File: src/rtl/instr_fetch_unit.sv
// rtl/instr_fetch_unit.sv - instruction fetch stage with prefetch FIFO, jump redirect and HALT stop
//
// Walks a program counter and reads instruction memory over a single-outstanding
// req/ack handshake. Fetched words are queued with their addresses and offered
// downstream on a valid/ready handshake.
//
// Ports:
//   clk, reset_n          clock, asynchronous active-low reset
//   start                 pulse: leave IDLE/HALTED and fetch from current PC
//   jump_en, jump_addr    redirect: flush queue, discard in-flight read, refetch at target
//   mem_req, mem_addr     registered read request, held until mem_ack
//   mem_ack, mem_rdata    read completion and data
//   instruction, instr_pc head word and its address
//   instr_valid           queue non-empty
//   instr_ready           consumer takes the head word
//   halted                HALT opcode (4'hF) fetched, fetching stopped
//   busy                  state is FETCH
//   fetch_stall_cnt       (FETCH_PERF_CNT_EN only) saturating count of cycles the
//                         consumer was ready but nothing was valid while fetching
//
// Build option: define FETCH_PERF_CNT_EN to add fetch_stall_cnt.

module instr_fetch_unit #(
  parameter int                ADDR_W     = 8,
  parameter int                DATA_W     = 8,
  parameter int                FIFO_DEPTH = 4,
  parameter logic [ADDR_W-1:0] RESET_PC   = '0
) (
  input  logic              clk,
  input  logic              reset_n,
  input  logic              start,
  input  logic              jump_en,
  input  logic [ADDR_W-1:0] jump_addr,
  output logic              mem_req,
  output logic [ADDR_W-1:0] mem_addr,
  input  logic              mem_ack,
  input  logic [DATA_W-1:0] mem_rdata,
  output logic [DATA_W-1:0] instruction,
  output logic [ADDR_W-1:0] instr_pc,
  output logic              instr_valid,
  input  logic              instr_ready,
  output logic              halted,
  output logic              busy
`ifdef FETCH_PERF_CNT_EN
  ,
  output logic [15:0]       fetch_stall_cnt
`endif
);

  localparam int PTR_W = $clog2(FIFO_DEPTH);
  localparam int CNT_W = PTR_W + 1;

  typedef enum logic [1:0] {S_IDLE, S_FETCH, S_HALTED} state_t;

  state_t            state;
  state_t            state_nxt;
  logic [ADDR_W-1:0] pc;
  logic [ADDR_W-1:0] pc_nxt;
  logic              discard;

  logic [DATA_W-1:0] fifo_data [FIFO_DEPTH];
  logic [ADDR_W-1:0] fifo_addr [FIFO_DEPTH];
  logic [PTR_W-1:0]  wr_ptr;
  logic [PTR_W-1:0]  rd_ptr;
  logic [CNT_W-1:0]  count;
  logic [CNT_W-1:0]  count_nxt;

  logic ack_taken;
  logic push;
  logic pop;
  logic halt_hit;
  logic pending_nxt;
  logic issue;

  assign instr_valid = (count != '0);
  assign instruction = fifo_data[rd_ptr];
  assign instr_pc    = fifo_addr[rd_ptr];
  assign busy        = (state == S_FETCH);

  always_comb begin
    ack_taken   = mem_req & mem_ack;
    // Data returning for a pre-jump address (or in the jump cycle itself) is dropped.
    push        = ack_taken & ~discard & ~jump_en;
    pop         = instr_valid & instr_ready;
    halt_hit    = push & (mem_rdata[DATA_W-1 -: 4] == 4'hF);
    pending_nxt = mem_req & ~mem_ack;

    state_nxt = state;
    if (jump_en) begin
      state_nxt = (state == S_IDLE) ? S_IDLE : S_FETCH;
    end else begin
      case (state)
        S_IDLE:   if (start) state_nxt = S_FETCH;
        S_FETCH:  if (halt_hit) state_nxt = S_HALTED;
        S_HALTED: if (start) state_nxt = S_FETCH;
        default:  state_nxt = S_IDLE;
      endcase
    end

    pc_nxt = pc;
    if (jump_en)   pc_nxt = jump_addr;
    else if (push) pc_nxt = pc + 1'b1;

    count_nxt = count;
    if (jump_en) begin
      count_nxt = '0;
    end else begin
      case ({push, pop})
        2'b10:   count_nxt = count + 1'b1;
        2'b01:   count_nxt = count - 1'b1;
        default: count_nxt = count;
      endcase
    end

    // Issuing against post-push/pop occupancy lets a full queue refill in the
    // same cycle it is popped, giving one word per cycle at zero wait.
    issue = (state_nxt == S_FETCH) & ~halt_hit &
            (count_nxt < CNT_W'(FIFO_DEPTH)) & ~pending_nxt;
  end

  always_ff @(posedge clk or negedge reset_n) begin
    if (!reset_n) begin
      state    <= S_IDLE;
      pc       <= RESET_PC;
      mem_req  <= 1'b0;
      mem_addr <= RESET_PC;
      discard  <= 1'b0;
      halted   <= 1'b0;
      wr_ptr   <= '0;
      rd_ptr   <= '0;
      count    <= '0;
      for (int i = 0; i < FIFO_DEPTH; i++) begin
        fifo_data[i] <= '0;
        fifo_addr[i] <= '0;
      end
    end else begin
      state   <= state_nxt;
      pc      <= pc_nxt;
      count   <= count_nxt;
      halted  <= (state_nxt == S_HALTED);
      mem_req <= issue | pending_nxt;
      if (issue) mem_addr <= pc_nxt;

      // A jump cannot cancel a read already on the bus; mark it so its data is dropped.
      if (jump_en & pending_nxt) discard <= 1'b1;
      else if (ack_taken)        discard <= 1'b0;

      if (jump_en) begin
        wr_ptr <= '0;
        rd_ptr <= '0;
      end else begin
        if (push) begin
          fifo_data[wr_ptr] <= mem_rdata;
          fifo_addr[wr_ptr] <= mem_addr;
          wr_ptr            <= wr_ptr + 1'b1;
        end
        if (pop) rd_ptr <= rd_ptr + 1'b1;
      end
    end
  end

`ifdef FETCH_PERF_CNT_EN
  always_ff @(posedge clk or negedge reset_n) begin
    if (!reset_n) begin
      fetch_stall_cnt <= '0;
    end else if (jump_en) begin
      fetch_stall_cnt <= '0;
    end else if ((state == S_FETCH) && instr_ready && !instr_valid &&
                 (fetch_stall_cnt != 16'hFFFF)) begin
      fetch_stall_cnt <= fetch_stall_cnt + 16'd1;
    end
  end
`endif

endmodule
File: config.mk
export PLATFORM = sky130hd
export DESIGN_NAME = instr_fetch_unit
export DESIGN_NICKNAME = d
export VERILOG_FILES = /design/src/rtl/instr_fetch_unit.sv
export SDC_FILE = /design/constraint.sdc
export NUM_CORES = 1
export LEC_CHECK = 0
export BUFFER_PORTS_ARGS = -buffer_cell sky130_fd_sc_hd__buf_4
export CAP_MARGIN = 5
export CORE_UTILIZATION = 25
export DETAILED_ROUTE_END_ITERATION = 7
export GPL_TIMING_DRIVEN = 0
export PLACE_DENSITY = 0.49
export RECOVER_POWER = 100
export SYNTH_ARGS = -nofsm -noshare
export SYNTH_HDL_FRONTEND = slang
export SYNTH_SLANG_ARGS = --single-unit
export TNS_END_PERCENT = 1
File: constraint.sdc
create_clock -name clk -period 3.5 [get_ports clk]
set_input_delay 0.875 -clock clk [delete_from_list [all_inputs] [get_ports clk]]
set_output_delay 0.875 -clock clk [all_outputs]
set_load 0.1 [all_outputs]
==> flow_summary.html, run 1 <==
<table>
<tr><th>Metric</th><th>Value</th></tr>
<tr><th colspan="2">Status</th></tr>
<tr><td>Run status</td><td>finished with violations</td></tr>
<tr><td>Violations in the final reports</td><td>max-capacitance violations, max-slew violations</td></tr>
<tr><th colspan="2">Pwr</th></tr>
<tr><td>Clock share of power</td><td>0.280</td></tr>
<tr><td>Power density over the cells</td><td>approximately 760 nW/um^2</td></tr>
<tr><td>Switching power as a share of total power</td><td>0.384</td></tr>
<tr><td>Net switching power of the design</td><td>1.47 mW</td></tr>
<tr><td>Combinational Power Share</td><td>0.336</td></tr>
<tr><td>Seq pwr share</td><td>0.383</td></tr>
<tr><td>Leakage dissipation</td><td>2.22 nW</td></tr>
<tr><td>Internal power component</td><td>2.35 mW</td></tr>
<tr><td>Maximum ir drop on the vdd rail</td><td>0.387 mV</td></tr>
<tr><th colspan="2">Floorplanning</th></tr>
<tr><td>Placement row count</td><td>46</td></tr>
<tr><td>Full die area</td><td>17200 um^2</td></tr>
<tr><td>Die width</td><td>131 um</td></tr>
<tr><td>Starting utilization of the core area</td><td>0.259</td></tr>
<tr><td>Number of I/O pins</td><td>50</td></tr>
<tr><td>Core area</td><td>roughly 16000 um^2</td></tr>
<tr><td>Y dimension of the die</td><td>131 um</td></tr>
<tr><th colspan="2">Final layout</th></tr>
<tr><td>Fraction of layout instances using a drive strength above 1</td><td>0.406</td></tr>
<tr><td>Most frequent standard cell in the layout excluding fill and tap cells</td><td>dfrtp_1</td></tr>
<tr><td>Post-layout util</td><td>0.315</td></tr>
<tr><td>ANT cells</td><td>0</td></tr>
<tr><td>Net count reported at finish</td><td>377</td></tr>
<tr><td>Filler instances</td><td>1647</td></tr>
<tr><td>Most used cells in the layout excluding fill and tap cells</td><td>92 x dfrtp_1, 70 x mux2_2, 27 x buf_4</td></tr>
<tr><td>Area taken by multi-input logic gates</td><td>between 1500 and 2000 um^2</td></tr>
<tr><td>Register Area</td><td>2300 um^2</td></tr>
<tr><td>Area growth syn-to-layout</td><td>21.3%</td></tr>
<tr><th colspan="2">Setup path</th></tr>
<tr><td>Data required time at the worst endpoint</td><td>around 2600 ps</td></tr>
<tr><td>Worst EP arrival</td><td>2480 ps</td></tr>
<tr><td>Category of the critical setup timing path</td><td>reg2out</td></tr>
<tr><td>Kind of end point of the critical path</td><td>primary output</td></tr>
<tr><td>R2R Setup Slk</td><td>460 ps</td></tr>
<tr><td>Largest driver fanout on the critical path</td><td>10</td></tr>
<tr><td>Category of the worst setup path launch point</td><td>flop</td></tr>
<tr><th colspan="2">Route</th></tr>
<tr><td>DRC</td><td>0</td></tr>
<tr><td>Remaining number of nets flagged by the antenna check after routing</td><td>0</td></tr>
<tr><td>Mean number of vias per cell</td><td>4.48</td></tr>
<tr><td>Via total after detailed routing</td><td>approximately 2500</td></tr>
<tr><td>Post-DR wirelength/cell</td><td>16.1 um</td></tr>
<tr><td>Total routed wirelength</td><td>9140 um</td></tr>
<tr><td>Starting DRC count in detailed routing</td><td>96</td></tr>
<tr><td>Drt first pass iters</td><td>4</td></tr>
<tr><th colspan="2">Yosys</th></tr>
<tr><td>Post-synth net total</td><td>316</td></tr>
<tr><td>Post-synth design cell area</td><td>4160 um^2</td></tr>
<tr><td>FF+latch count, synth</td><td>92</td></tr>
<tr><td>Sequential share of the synthesized area</td><td>0.553</td></tr>
<tr><td>Synthesis Warnings</td><td>0</td></tr>
<tr><td>Synthesized area divided by synthesized cell count</td><td>14.6 um^2</td></tr>
<tr><td>Synthesized instance count</td><td>286</td></tr>
<tr><td>Post-synth cell types</td><td>38</td></tr>
<tr><th colspan="2">Clock network</th></tr>
<tr><td>Worst-path clk slew</td><td>70 ps</td></tr>
<tr><td>Buffers inserted during post-CTS setup optimization</td><td>0</td></tr>
<tr><td>Number of buffers on the longest clock path</td><td>2</td></tr>
<tr><td>Number of buffers added to fix hold violations after cts</td><td>0</td></tr>
<tr><td>Number of H-tree levels</td><td>3</td></tr>
<tr><td>TritonCTS clock tree</td><td>built</td></tr>
<tr><td>CTS sink cnt</td><td>92</td></tr>
<tr><td>Gates resized, CTS repair</td><td>0</td></tr>
<tr><td>Number of buffers created by CTS</td><td>9</td></tr>
<tr><td>Insertion delay of the later-clocked pin in the worst-skew pair</td><td>350 ps</td></tr>
<tr><td>CTS root buffer</td><td>clkbuf_16</td></tr>
<tr><th colspan="2">GRT</th></tr>
<tr><td>Fraction of met2 tracks used by global routing</td><td>0.196</td></tr>
<tr><td>Global-route met1 utilization</td><td>0.144</td></tr>
<tr><td>Via count of the first global-routing pass</td><td>2731</td></tr>
<tr><td>Global route hottest layer</td><td>met2</td></tr>
<tr><td>Global-route met3 utilization</td><td>0.0422</td></tr>
<tr><td>Wire length of the first global-routing pass</td><td>14600 um</td></tr>
<tr><td>Largest net degree at the start of global routing</td><td>93</td></tr>
<tr><td>Total grt overflow</td><td>0</td></tr>
<tr><td>Initial antenna violation count</td><td>0</td></tr>
<tr><td>Global Route Usage Sum</td><td>0.118</td></tr>
<tr><th colspan="2">Timing</th></tr>
<tr><td>Final count of hold timing violations</td><td>0</td></tr>
<tr><td>Headroom to the max-slew limit</td><td>-0.410</td></tr>
<tr><td>Unrepaired setup endpoints after global routing</td><td>false</td></tr>
<tr><td>Setup-failing EPs final</td><td>0</td></tr>
<tr><td>Highest Clock Rate</td><td>roughly 300 MHz</td></tr>
<tr><td>Crit share post-route</td><td>0.959</td></tr>
<tr><td>Shortest clock period the worst path allows after layout</td><td>around 3400 ps</td></tr>
<tr><td>Slew at the pin closest to its max-slew limit</td><td>2120 ps</td></tr>
<tr><td>Post-Route Setup TNS</td><td>0 ps</td></tr>
<tr><td>Setup Skew</td><td>7.73 ps</td></tr>
<tr><td>Slew Limit Fails</td><td>40</td></tr>
<tr><th colspan="2">Placed design</th></tr>
<tr><td>Placer Congestion</td><td>0.769</td></tr>
<tr><td>Estimated wirelength of the detail-placed design</td><td>6240 um</td></tr>
<tr><td>Number of buffer cells added on primary ports</td><td>49</td></tr>
<tr><th colspan="2">Min path</th></tr>
<tr><td>Tightest Hold Check Type</td><td>reg2reg</td></tr>
<tr><th colspan="2">Flow run</th></tr>
<tr><td>Max-cap violations</td><td>1</td></tr>
</table>
state kept, by name, summed over array words and instances, names as in the netlist:
name / flops
count: 3
discard: 1
fifo_addr: 32
fifo_data: 32
halted: 1
mem_addr: 8
mem_req: 1
pc: 8
rd_ptr: 2
state: 2
wr_ptr: 2
path summary, 6_finish.rpt:
path	depth (start not counted)	startpoint	end
worst min-delay path	1	fifo_data[13]	fifo_data[13]
worst max register to register	10	discard	mem_addr[1]
min in group asynchronous	1	reset_n	fifo_data[18]
worst min register to register	1	fifo_data[13]	fifo_data[13]
worst max-delay path	4	rd_ptr[1]	instr_pc[0]
max in group asynchronous	2	reset_n	mem_addr[7]
power groups by stage:
stage	clock, mW	combinational, mW	sequential (mW)
2_1_floorplan	0	0.953	1.56
3_3_place_gp	0	1.32	1.47
3_5_place_dp	0	1.34	1.49
4_1_cts	1.10	1.34	1.47
5_1_grt	1.14	1.35	1.50
6_report	1.07	1.28	1.46
synthesized netlist by cell type:
master     number  area [um^2]
dfrtp_1        92         2300
mux2_2         70          788
mux4_2         16          360
nand2_1        15         56.3
nor2_1         13         48.8
ha_1            7         87.6
buf_2           6         30.0
nand3_1         6         30.0
a21oi_1         5         25.0
o21ai_0         5         25.0
or4_1           5         37.5
clkbuf_1        3         11.3
inv_1           3         11.3
mux2i_1         3         30.0
o211ai_1        3         22.5
o31ai_1         3         22.5
xnor2_1         3         26.3
xor2_1          3         26.3
a31oi_2         2         25.0
inv_2           2         7.51
mux2_1          2         22.5
nand4_1         2         12.5
nor3b_1         2         15.0
a2bb2oi_1       1         8.76
a31oi_1         1         6.26
buf_1           1         3.75
buf_6           1         11.3
fa_1            1         20.0
nand2b_1        1         6.26
nand3b_1        1         7.51
nand4_2         1         12.5
nand4b_1        1         8.76
nor2_8          1         20.0
nor2b_1         1         6.26
nor3_1          1         5.00
o311ai_0        1         8.76
or3_1           1         6.26
or3b_1          1         8.76
stage by stage:
step	cells	hold WS [ps]	power, mW	instance area [um^2]	setup WS [ps]
floorplan	286	474	2.52	4160	105
global placement	551	482	2.79	4800	27.4
detailed placement	551	487	2.83	4800	11.4
CTS	567	503	3.91	5130	86.7
global route	568	523	4.00	5050	19.7
finish	568	502	3.82	5050	144
worst max-delay path: stages (launching register included):
cell and delay (ps):
dfrtp_1 330, clkbuf_1 470, clkbuf_1 630, mux4_2 410, clkbuf_4 290
layer usage:
metal	up-vias	wire, um
li1	1175	-
met1	1313	4190
met2	45	4480
met3	9	387
met4	0	88
met5	-	0
logic make-up after synthesis:
| logic type | count (synthesis) | synth area share |
|---|---|---|
| AO/OA/AOI/OAI | 21 | 0.0346 |
| multiplexers | 91 | 0.288 |
| XOR/XNOR | 6 | 0.0126 |
| flip-flops | 92 | 0.553 |
| buffers and inverters | 16 | 0.0180 |
| AND/OR/NAND/NOR | 52 | 0.0676 |
| adder cells (fa/ha/maj) | 8 | 0.0258 |
layout make-up:
type / count / area share
buffer: 11 / 0.0102
clock buffer: 9 / 0.0446
clock inverter: 7 / 0.0208
inverter: 5 / 0.00372
multi-input combinational: 178 / 0.351
sequential: 92 / 0.456
tap: 216 / 0.0535
timing repair buffer: 50 / 0.0602
No activity file was read; power rests on OpenSTA's default activity.
==> inputs of run 2 (changes only) <==
CORE_ASPECT_RATIO = 0.6   (was default)
SKIP_LAST_GASP = 1   (was default)
==> flow_summary.html, run 2 (same netlist as run 1, synthesis figures left out) <==
<table>
<tr><th>Metric</th><th>Value</th></tr>
<tr><th colspan="2">Timing</th></tr>
<tr><td>Crit share post-route</td><td>0.962 (+0.00268)</td></tr>
<tr><td>Slew at the pin closest to its max-slew limit</td><td>1300 ps (-813 ps)</td></tr>
<tr><td>Final count of hold timing violations</td><td>0 (unchanged)</td></tr>
<tr><td>Final setup margin</td><td>134 ps (-9.39 ps)</td></tr>
<tr><td>Worst hold margin</td><td>499 ps (-2.49 ps)</td></tr>
<tr><td>Slew Limit Fails</td><td>0 (-100%)</td></tr>
<tr><td>Unrepaired setup endpoints after global routing</td><td>false</td></tr>
<tr><td>Headroom to the max-slew limit</td><td>0.131 (+0.542)</td></tr>
<tr><td>Shortest clock period the worst path allows after layout</td><td>3370 ps (+9.39 ps)</td></tr>
<tr><td>Setup Skew</td><td>8.22 ps (+0.491 ps)</td></tr>
<tr><td>Setup-failing EPs final</td><td>0 (unchanged)</td></tr>
<tr><td>Highest Clock Rate</td><td>297 MHz (-0.28%)</td></tr>
<tr><th colspan="2">Clock network</th></tr>
<tr><td>Number of H-tree levels</td><td>3 (unchanged)</td></tr>
<tr><td>Insertion delay of the later-clocked pin in the worst-skew pair</td><td>340 ps (about the same)</td></tr>
<tr><td>Number of buffers created by CTS</td><td>9 (unchanged)</td></tr>
<tr><td>Number of buffers on the longest clock path</td><td>2 (unchanged)</td></tr>
<tr><td>Worst-path clk slew</td><td>60 ps (about the same)</td></tr>
<tr><td>Gates resized, CTS repair</td><td>0 (unchanged)</td></tr>
<tr><td>Buffers inserted during post-CTS setup optimization</td><td>0 (unchanged)</td></tr>
<tr><td>CTS root buffer</td><td>clkbuf_16</td></tr>
<tr><td>TritonCTS clock tree</td><td>built</td></tr>
<tr><td>Number of buffers added to fix hold violations after cts</td><td>0 (unchanged)</td></tr>
<tr><td>CTS sink cnt</td><td>92 (unchanged)</td></tr>
<tr><th colspan="2">Placed design</th></tr>
<tr><td>Placed cell count</td><td>563 (+2.2%)</td></tr>
<tr><td>Estimated wirelength of the detail-placed design</td><td>6640 um (+6.4%)</td></tr>
<tr><td>Post-DP Area</td><td>4820 um^2 (+0.31%)</td></tr>
<tr><td>Number of buffer cells added on primary ports</td><td>49 (unchanged)</td></tr>
<tr><td>Placer Congestion</td><td>0.720 (-6.4%)</td></tr>
<tr><td>Post-place setup slack</td><td>-23.2 ps (-34.6 ps)</td></tr>
<tr><th colspan="2">Setup path</th></tr>
<tr><td>Largest driver fanout on the critical path</td><td>10 (unchanged)</td></tr>
<tr><td>Worst path top cell family by delay</td><td>buffers and inverters</td></tr>
<tr><td>R2R cell count</td><td>10 (unchanged)</td></tr>
<tr><td>Worst EP arrival</td><td>2490 ps (about the same)</td></tr>
<tr><td>Data required time at the worst endpoint</td><td>2620 ps (about the same)</td></tr>
<tr><td>Cell depth of the worst setup path</td><td>4 (unchanged)</td></tr>
<tr><td>Master of the slowest instance on the critical path</td><td>clkbuf_1</td></tr>
<tr><td>Maximum cell stage delay along the critical path</td><td>650 ps (+20 ps)</td></tr>
<tr><td>Kind of end point of the critical path</td><td>primary output</td></tr>
<tr><td>Category of the worst setup path launch point</td><td>flop</td></tr>
<tr><td>Category of the critical setup timing path</td><td>reg2out</td></tr>
<tr><td>Buffer and inverter count on the worst path</td><td>3 (unchanged)</td></tr>
<tr><td>CP dominant cell by count</td><td>clkbuf_1</td></tr>
<tr><td>Cell Chain, Critical Path</td><td>clkbuf_1, clkbuf_1, mux4_2, buf_4</td></tr>
<tr><th colspan="2">GRT</th></tr>
<tr><td>Via count of the first global-routing pass</td><td>2684 (-1.7%)</td></tr>
<tr><td>Global Route Usage Sum</td><td>0.120 (+0.00240)</td></tr>
<tr><td>Wire length of the first global-routing pass</td><td>15400 um (+5.3%)</td></tr>
<tr><td>Total grt overflow</td><td>0 (unchanged)</td></tr>
<tr><td>Largest net degree at the start of global routing</td><td>93 (unchanged)</td></tr>
<tr><td>Initial antenna violation count</td><td>0 (unchanged)</td></tr>
<tr><th colspan="2">Min path</th></tr>
<tr><td>Tightest Hold Check Type</td><td>reg2reg</td></tr>
<tr><td>Hold-critical path depth</td><td>1 (unchanged)</td></tr>
<tr><th colspan="2">Floorplanning</th></tr>
<tr><td>Full die area</td><td>17200 um^2 (about the same)</td></tr>
<tr><td>Number of I/O pins</td><td>50 (unchanged)</td></tr>
<tr><td>Die width</td><td>169 um (+29%)</td></tr>
<tr><td>Starting utilization of the core area</td><td>0.256 (-0.00323)</td></tr>
<tr><td>Core area</td><td>16300 um^2 (+1.3%)</td></tr>
<tr><td>Y dimension of the die</td><td>102 um (-22%)</td></tr>
<tr><td>Placement row count</td><td>36 (-22%)</td></tr>
<tr><th colspan="2">Route</th></tr>
<tr><td>Post-DR wirelength/cell</td><td>16.1 um (-0.14%)</td></tr>
<tr><td>Mean number of vias per cell</td><td>4.38 (-2.1%)</td></tr>
<tr><td>Starting DRC count in detailed routing</td><td>83 (-14%)</td></tr>
<tr><td>Total routed wirelength</td><td>9320 um (+2.0%)</td></tr>
<tr><td>DRC</td><td>0 (unchanged)</td></tr>
<tr><td>Drt first pass iters</td><td>6 (+2)</td></tr>
<tr><td>Remaining number of nets flagged by the antenna check after routing</td><td>0 (unchanged)</td></tr>
<tr><td>Via total after detailed routing</td><td>2542 (unchanged)</td></tr>
<tr><th colspan="2">Flow run</th></tr>
<tr><td>Max-cap violations</td><td>0 (-1)</td></tr>
<tr><th colspan="2">Final layout</th></tr>
<tr><td>Most frequent standard cell in the layout excluding fill and tap cells</td><td>dfrtp_1</td></tr>
<tr><td>Area growth syn-to-layout</td><td>21.5%</td></tr>
<tr><td>Filler instances</td><td>1650 (+0.18%)</td></tr>
<tr><td>Fraction of layout instances using a drive strength above 1</td><td>0.403 (-0.00284)</td></tr>
<tr><td>Post-route cell area</td><td>5060 um^2 (+0.15%)</td></tr>
<tr><td>Biggest registers after layout</td><td>fifo_addr: 32 flops, fifo_data: 32 flops</td></tr>
<tr><td>Most used cells in the layout excluding fill and tap cells</td><td>92 x dfrtp_1, 70 x mux2_2, 29 x buf_4</td></tr>
<tr><td>ANT cells</td><td>0 (unchanged)</td></tr>
<tr><td>Net count reported at finish</td><td>377 (unchanged)</td></tr>
<tr><td>Cell Count, Final, Fillers Out</td><td>580 (+2.1%)</td></tr>
<tr><th colspan="2">Pwr</th></tr>
<tr><td>Leakage dissipation</td><td>2.21 nW (about the same)</td></tr>
<tr><td>Power density over the cells</td><td>751 nW/um^2 (-0.62%)</td></tr>
<tr><td>Maximum ir drop on the vdd rail</td><td>0.545 mV (+41%)</td></tr>
<tr><td>Total Power</td><td>3.80 mW (-0.48%)</td></tr>
<tr><th colspan="2">Status</th></tr>
<tr><td>Run status</td><td>finished clean</td></tr>
</table>
-- run 2: cell types whose count changed in the layout (fill, tap and decap cells not counted) --
cell	delta
clkbuf_4	-1
inv_8	-1
clkbuf_1	+1
clkbuf_8	+1
clkinv_2	+1
inv_6	-2
clkinv_4	-1
buf_4	+2
-- run 2: area by class of cell --
class                   count  area [um^2]  share of cell area
well taps                 228          285              0.0564
plain buffers              11         51.3              0.0101
inverters                   5         18.8             0.00371
clock inverters             4         72.6              0.0143
clock buffers              12          246              0.0487
repair buffers             50          308              0.0608
flip-flops and latches     92         2300               0.455
multi-input cells         178         1770               0.351
-- run 2: metrics by stage --
stage               utilization  setup TNS, ps
detailed placement        0.296          -86.5
CTS                       0.316              0
global placement          0.296         -0.730
finish                    0.311              0
global route              0.311              0
floorplan                     -              0
-- run 2: final timing paths --
check | from | to | slack (ps)
setup / recovery | rd_ptr[1] | instr_pc[3] | 130
hold / removal | fifo_addr[9] | fifo_addr[9] | 500
setup reg to reg | discard | mem_addr[1] | 430
hold reg to reg | fifo_addr[9] | fifo_addr[9] | 500
max in group asynchronous | reset_n | fifo_data[13] | 1000
min in group asynchronous | reset_n | mem_addr[1] | 810
-- run 2: metal layers --
layer / global-route usage / vias up / part of all wire
li1: - / 1180 / -
met1: 0.175 / 1311 / 0.53
met2: 0.176 / 41 / 0.42
met3: 0.0314 / 10 / 0.039
met4: 0.0336 / 0 / 0.0080
met5: 0 / - / 0
-- run 2: power breakdown --
part / total, mW / internal [mW] / switching (mW)
combinational: 1.29 / 0.393 / 0.899
sequential: 1.47 / 1.32 / 0.151
clock: 1.03 / 0.644 / 0.387
-- run 2: worst register-to-register path, delay by kind of cell, from the launching register on --
kind,cells,cell delay [ps]
fa+ha+maj,2,690
xor+xnor,1,150
mux,1,380
buf+inv,2,340
simple gates,4,1030
flops,1,380
==> inputs of run 3 (changes only) <==
CTS_BUF_LIST = sky130_fd_sc_hd__clkbuf_8 sky130_fd_sc_hd__clkbuf_16   (was default)
RECOVER_POWER = default   (was 100)
SLEW_MARGIN = 20   (was default)
==> flow_summary.html, run 3 (same netlist as run 1, synthesis figures left out) <==
<table>
<tr><th>Metric</th><th>Value</th></tr>
<tr><th colspan="2">Clock network</th></tr>
<tr><td>Number of buffers created by CTS</td><td>9 (unchanged)</td></tr>
<tr><td>Number of buffers added to fix hold violations after cts</td><td>0 (unchanged)</td></tr>
<tr><td>Buffers inserted during post-CTS setup optimization</td><td>0 (unchanged)</td></tr>
<tr><td>Number of H-tree levels</td><td>3 (unchanged)</td></tr>
<tr><td>CTS root buffer</td><td>clkbuf_16</td></tr>
<tr><td>Gates resized, CTS repair</td><td>0 (unchanged)</td></tr>
<tr><td>Insertion delay of the later-clocked pin in the worst-skew pair</td><td>340 ps (about the same)</td></tr>
<tr><td>TritonCTS clock tree</td><td>built</td></tr>
<tr><td>Worst-path clk slew</td><td>60 ps (about the same)</td></tr>
<tr><td>Number of buffers on the longest clock path</td><td>2 (unchanged)</td></tr>
<tr><td>CTS sink cnt</td><td>92 (unchanged)</td></tr>
<tr><th colspan="2">Final layout</th></tr>
<tr><td>Most used cells in the layout excluding fill and tap cells</td><td>92 x dfrtp_1, 70 x mux2_2, 48 x buf_4</td></tr>
<tr><td>Area taken by multi-input logic gates</td><td>1790 um^2 (+0.71%)</td></tr>
<tr><td>Post-route cell area</td><td>5160 um^2 (+2.0%)</td></tr>
<tr><td>Fraction of layout instances using a drive strength above 1</td><td>0.463 (+0.0594)</td></tr>
<tr><td>Register Area</td><td>2300 um^2 (unchanged)</td></tr>
<tr><td>Most frequent standard cell in the layout excluding fill and tap cells</td><td>dfrtp_1</td></tr>
<tr><td>Post-layout util</td><td>0.317 (+0.00631)</td></tr>
<tr><td>Filler instances</td><td>1629 (-1.3%)</td></tr>
<tr><td>ANT cells</td><td>0 (unchanged)</td></tr>
<tr><td>Net count reported at finish</td><td>376 (-0.27%)</td></tr>
<tr><td>Biggest registers after layout</td><td>fifo_addr: 32 flops, fifo_data: 32 flops</td></tr>
<tr><td>Cell Count, Final, Fillers Out</td><td>578 (-0.34%)</td></tr>
<tr><td>Area growth syn-to-layout</td><td>23.9%</td></tr>
<tr><th colspan="2">Setup path</th></tr>
<tr><td>R2R cell count</td><td>10 (unchanged)</td></tr>
<tr><td>Kind of end point of the critical path</td><td>primary output</td></tr>
<tr><td>CP dominant cell by count</td><td>clkbuf_1</td></tr>
<tr><td>Crit Reg-Reg Startpoint</td><td>mem_req</td></tr>
<tr><td>R2R Setup Slk</td><td>520 ps (+90 ps)</td></tr>
<tr><td>Critical register-to-register path endpoint</td><td>mem_addr[4]</td></tr>
<tr><td>Master of the slowest instance on the critical path</td><td>clkbuf_1</td></tr>
<tr><td>Category of the critical setup timing path</td><td>reg2out</td></tr>
<tr><td>Critical path startpoint</td><td>rd_ptr[1]</td></tr>
<tr><td>Maximum cell stage delay along the critical path</td><td>640 ps (about the same)</td></tr>
<tr><td>Largest driver fanout on the critical path</td><td>10 (unchanged)</td></tr>
<tr><td>Worst EP arrival</td><td>2480 ps (about the same)</td></tr>
<tr><td>Data required time at the worst endpoint</td><td>2620 ps (about the same)</td></tr>
<tr><td>Cell Chain, Critical Path</td><td>clkbuf_1, clkbuf_1, mux4_2, buf_4</td></tr>
<tr><td>Category of the worst setup path launch point</td><td>flop</td></tr>
<tr><td>Worst setup path endpoint</td><td>instr_pc[3]</td></tr>
<tr><th colspan="2">Min path</th></tr>
<tr><td>Tightest Hold Check Type</td><td>reg2reg</td></tr>
<tr><td>Hold-critical path depth</td><td>1 (unchanged)</td></tr>
<tr><th colspan="2">Floorplanning</th></tr>
<tr><td>Number of I/O pins</td><td>50 (unchanged)</td></tr>
<tr><td>Starting utilization of the core area</td><td>0.256 (unchanged)</td></tr>
<tr><td>Core area</td><td>16300 um^2 (unchanged)</td></tr>
<tr><td>Placement row count</td><td>36 (unchanged)</td></tr>
<tr><td>Die width</td><td>169 um (unchanged)</td></tr>
<tr><td>Full die area</td><td>17200 um^2 (unchanged)</td></tr>
<tr><td>Y dimension of the die</td><td>102 um (unchanged)</td></tr>
<tr><th colspan="2">Timing</th></tr>
<tr><td>Post-Route Setup TNS</td><td>0 ps (unchanged)</td></tr>
<tr><td>Shortest clock period the worst path allows after layout</td><td>3360 ps (-5.94 ps)</td></tr>
<tr><td>Final count of hold timing violations</td><td>0 (unchanged)</td></tr>
<tr><td>Highest Clock Rate</td><td>298 MHz (+0.18%)</td></tr>
<tr><td>Slew at the pin closest to its max-slew limit</td><td>850 ps (-453 ps)</td></tr>
<tr><td>Headroom to the max-slew limit</td><td>0.434 (+0.302)</td></tr>
<tr><td>Setup-failing EPs final</td><td>0 (unchanged)</td></tr>
<tr><td>Setup Skew</td><td>7.58 ps (-0.645 ps)</td></tr>
<tr><td>Crit share post-route</td><td>0.960 (-0.00170)</td></tr>
<tr><td>Worst hold margin</td><td>500 ps (+0.514 ps)</td></tr>
<tr><td>Unrepaired setup endpoints after global routing</td><td>false</td></tr>
<tr><td>Slew Limit Fails</td><td>0 (unchanged)</td></tr>
<tr><th colspan="2">Placed design</th></tr>
<tr><td>Placer Congestion</td><td>0.720 (unchanged)</td></tr>
<tr><td>Placed cell count</td><td>563 (unchanged)</td></tr>
<tr><td>Estimated wirelength of the detail-placed design</td><td>6650 um (+0.18%)</td></tr>
<tr><td>Post-DP Area</td><td>4820 um^2 (about the same)</td></tr>
<tr><td>Number of buffer cells added on primary ports</td><td>49 (unchanged)</td></tr>
<tr><th colspan="2">GRT</th></tr>
<tr><td>Largest net degree at the start of global routing</td><td>93 (unchanged)</td></tr>
<tr><td>Wire length of the first global-routing pass</td><td>15300 um (-0.45%)</td></tr>
<tr><td>Via count of the first global-routing pass</td><td>2668 (-0.60%)</td></tr>
<tr><td>Global Route Usage Sum</td><td>0.119 (-0.000939)</td></tr>
<tr><td>Total grt overflow</td><td>0 (unchanged)</td></tr>
<tr><td>Initial antenna violation count</td><td>0 (unchanged)</td></tr>
<tr><th colspan="2">Pwr</th></tr>
<tr><td>Leakage dissipation</td><td>2.29 nW (+3.2%)</td></tr>
<tr><td>Maximum ir drop on the vdd rail</td><td>0.589 mV (+8.0%)</td></tr>
<tr><td>Power density over the cells</td><td>755 nW/um^2 (+0.52%)</td></tr>
<tr><th colspan="2">Route</th></tr>
<tr><td>Post-DR wirelength/cell</td><td>16.0 um (-0.54%)</td></tr>
<tr><td>DRC</td><td>0 (unchanged)</td></tr>
<tr><td>Starting DRC count in detailed routing</td><td>101 (+22%)</td></tr>
<tr><td>Via total after detailed routing</td><td>2517 (-0.98%)</td></tr>
<tr><td>Mean number of vias per cell</td><td>4.35 (-0.64%)</td></tr>
<tr><td>Remaining number of nets flagged by the antenna check after routing</td><td>0 (unchanged)</td></tr>
<tr><td>Drt first pass iters</td><td>6 (unchanged)</td></tr>
<tr><td>Total routed wirelength</td><td>9240 um (-0.88%)</td></tr>
<tr><th colspan="2">Flow run</th></tr>
<tr><td>Max-cap violations</td><td>0 (unchanged)</td></tr>
<tr><th colspan="2">Status</th></tr>
<tr><td>Run status</td><td>finished clean</td></tr>
</table>
run 3: cell count changes in the layout (fill, tap and decap cells not counted), sizes merged:
| cell | change |
|---|---|
| clkbuf | -28 |
| buf | +25 |
| bufinv | +1 |
| clkinv | -1 |
| inv | +1 |
run 3: stage by stage:
step,power [mW],setup slack (ps)
5_1_grt,4.08,6.44
3_5_place_dp,2.84,-22.0
6_report,3.90,140
2_1_floorplan,2.52,105
4_1_cts,3.95,77.2
3_3_place_gp,2.80,-0.450
run 3: where the power goes:
group	total (mW)	internal (mW)	switching, mW
logic	1.33	0.427	0.900
clock network	1.10	0.711	0.385
registers	1.47	1.32	0.150
run 3: area by class of cell:
type / instances / share of cell area
Clock buffer: 10 / 0.0463
Tap cell: 228 / 0.0553
Sequential cell: 92 / 0.446
Clock inverter: 5 / 0.0196
Multi-Input combinational cell: 178 / 0.346
Inverter: 5 / 0.00364
Timing Repair Buffer: 49 / 0.0720
Buffer: 11 / 0.0109
run 3: how the worst min path moves through the flow:
stage	end	startpoint	slack, ps
final	fifo_addr[9]	fifo_addr[9]	500
after CTS	fifo_addr[14]	fifo_addr[14]	500
after floorplan	fifo_addr[12]	fifo_addr[12]	470
after global placement	fifo_addr[31]	fifo_addr[31]	480
after detailed placement	fifo_addr[14]	fifo_addr[14]	490
after global routing	fifo_addr[15]	fifo_addr[15]	520
run 3: routing by layer:
metal	vias up	routed length (um)	GRT usage
met5	-	0	0
met4	0	61	0.0294
met3	9	305	0.0310
met2	39	3890	0.178
met1	1296	4980	0.173
li1	1173	-	-
run 3: critical path: cells and delay by family (launching register included):
kind                   cells  cell delay [ps]
buffers and inverters      3             1370
multiplexers               1              450
flip-flops                 1              320
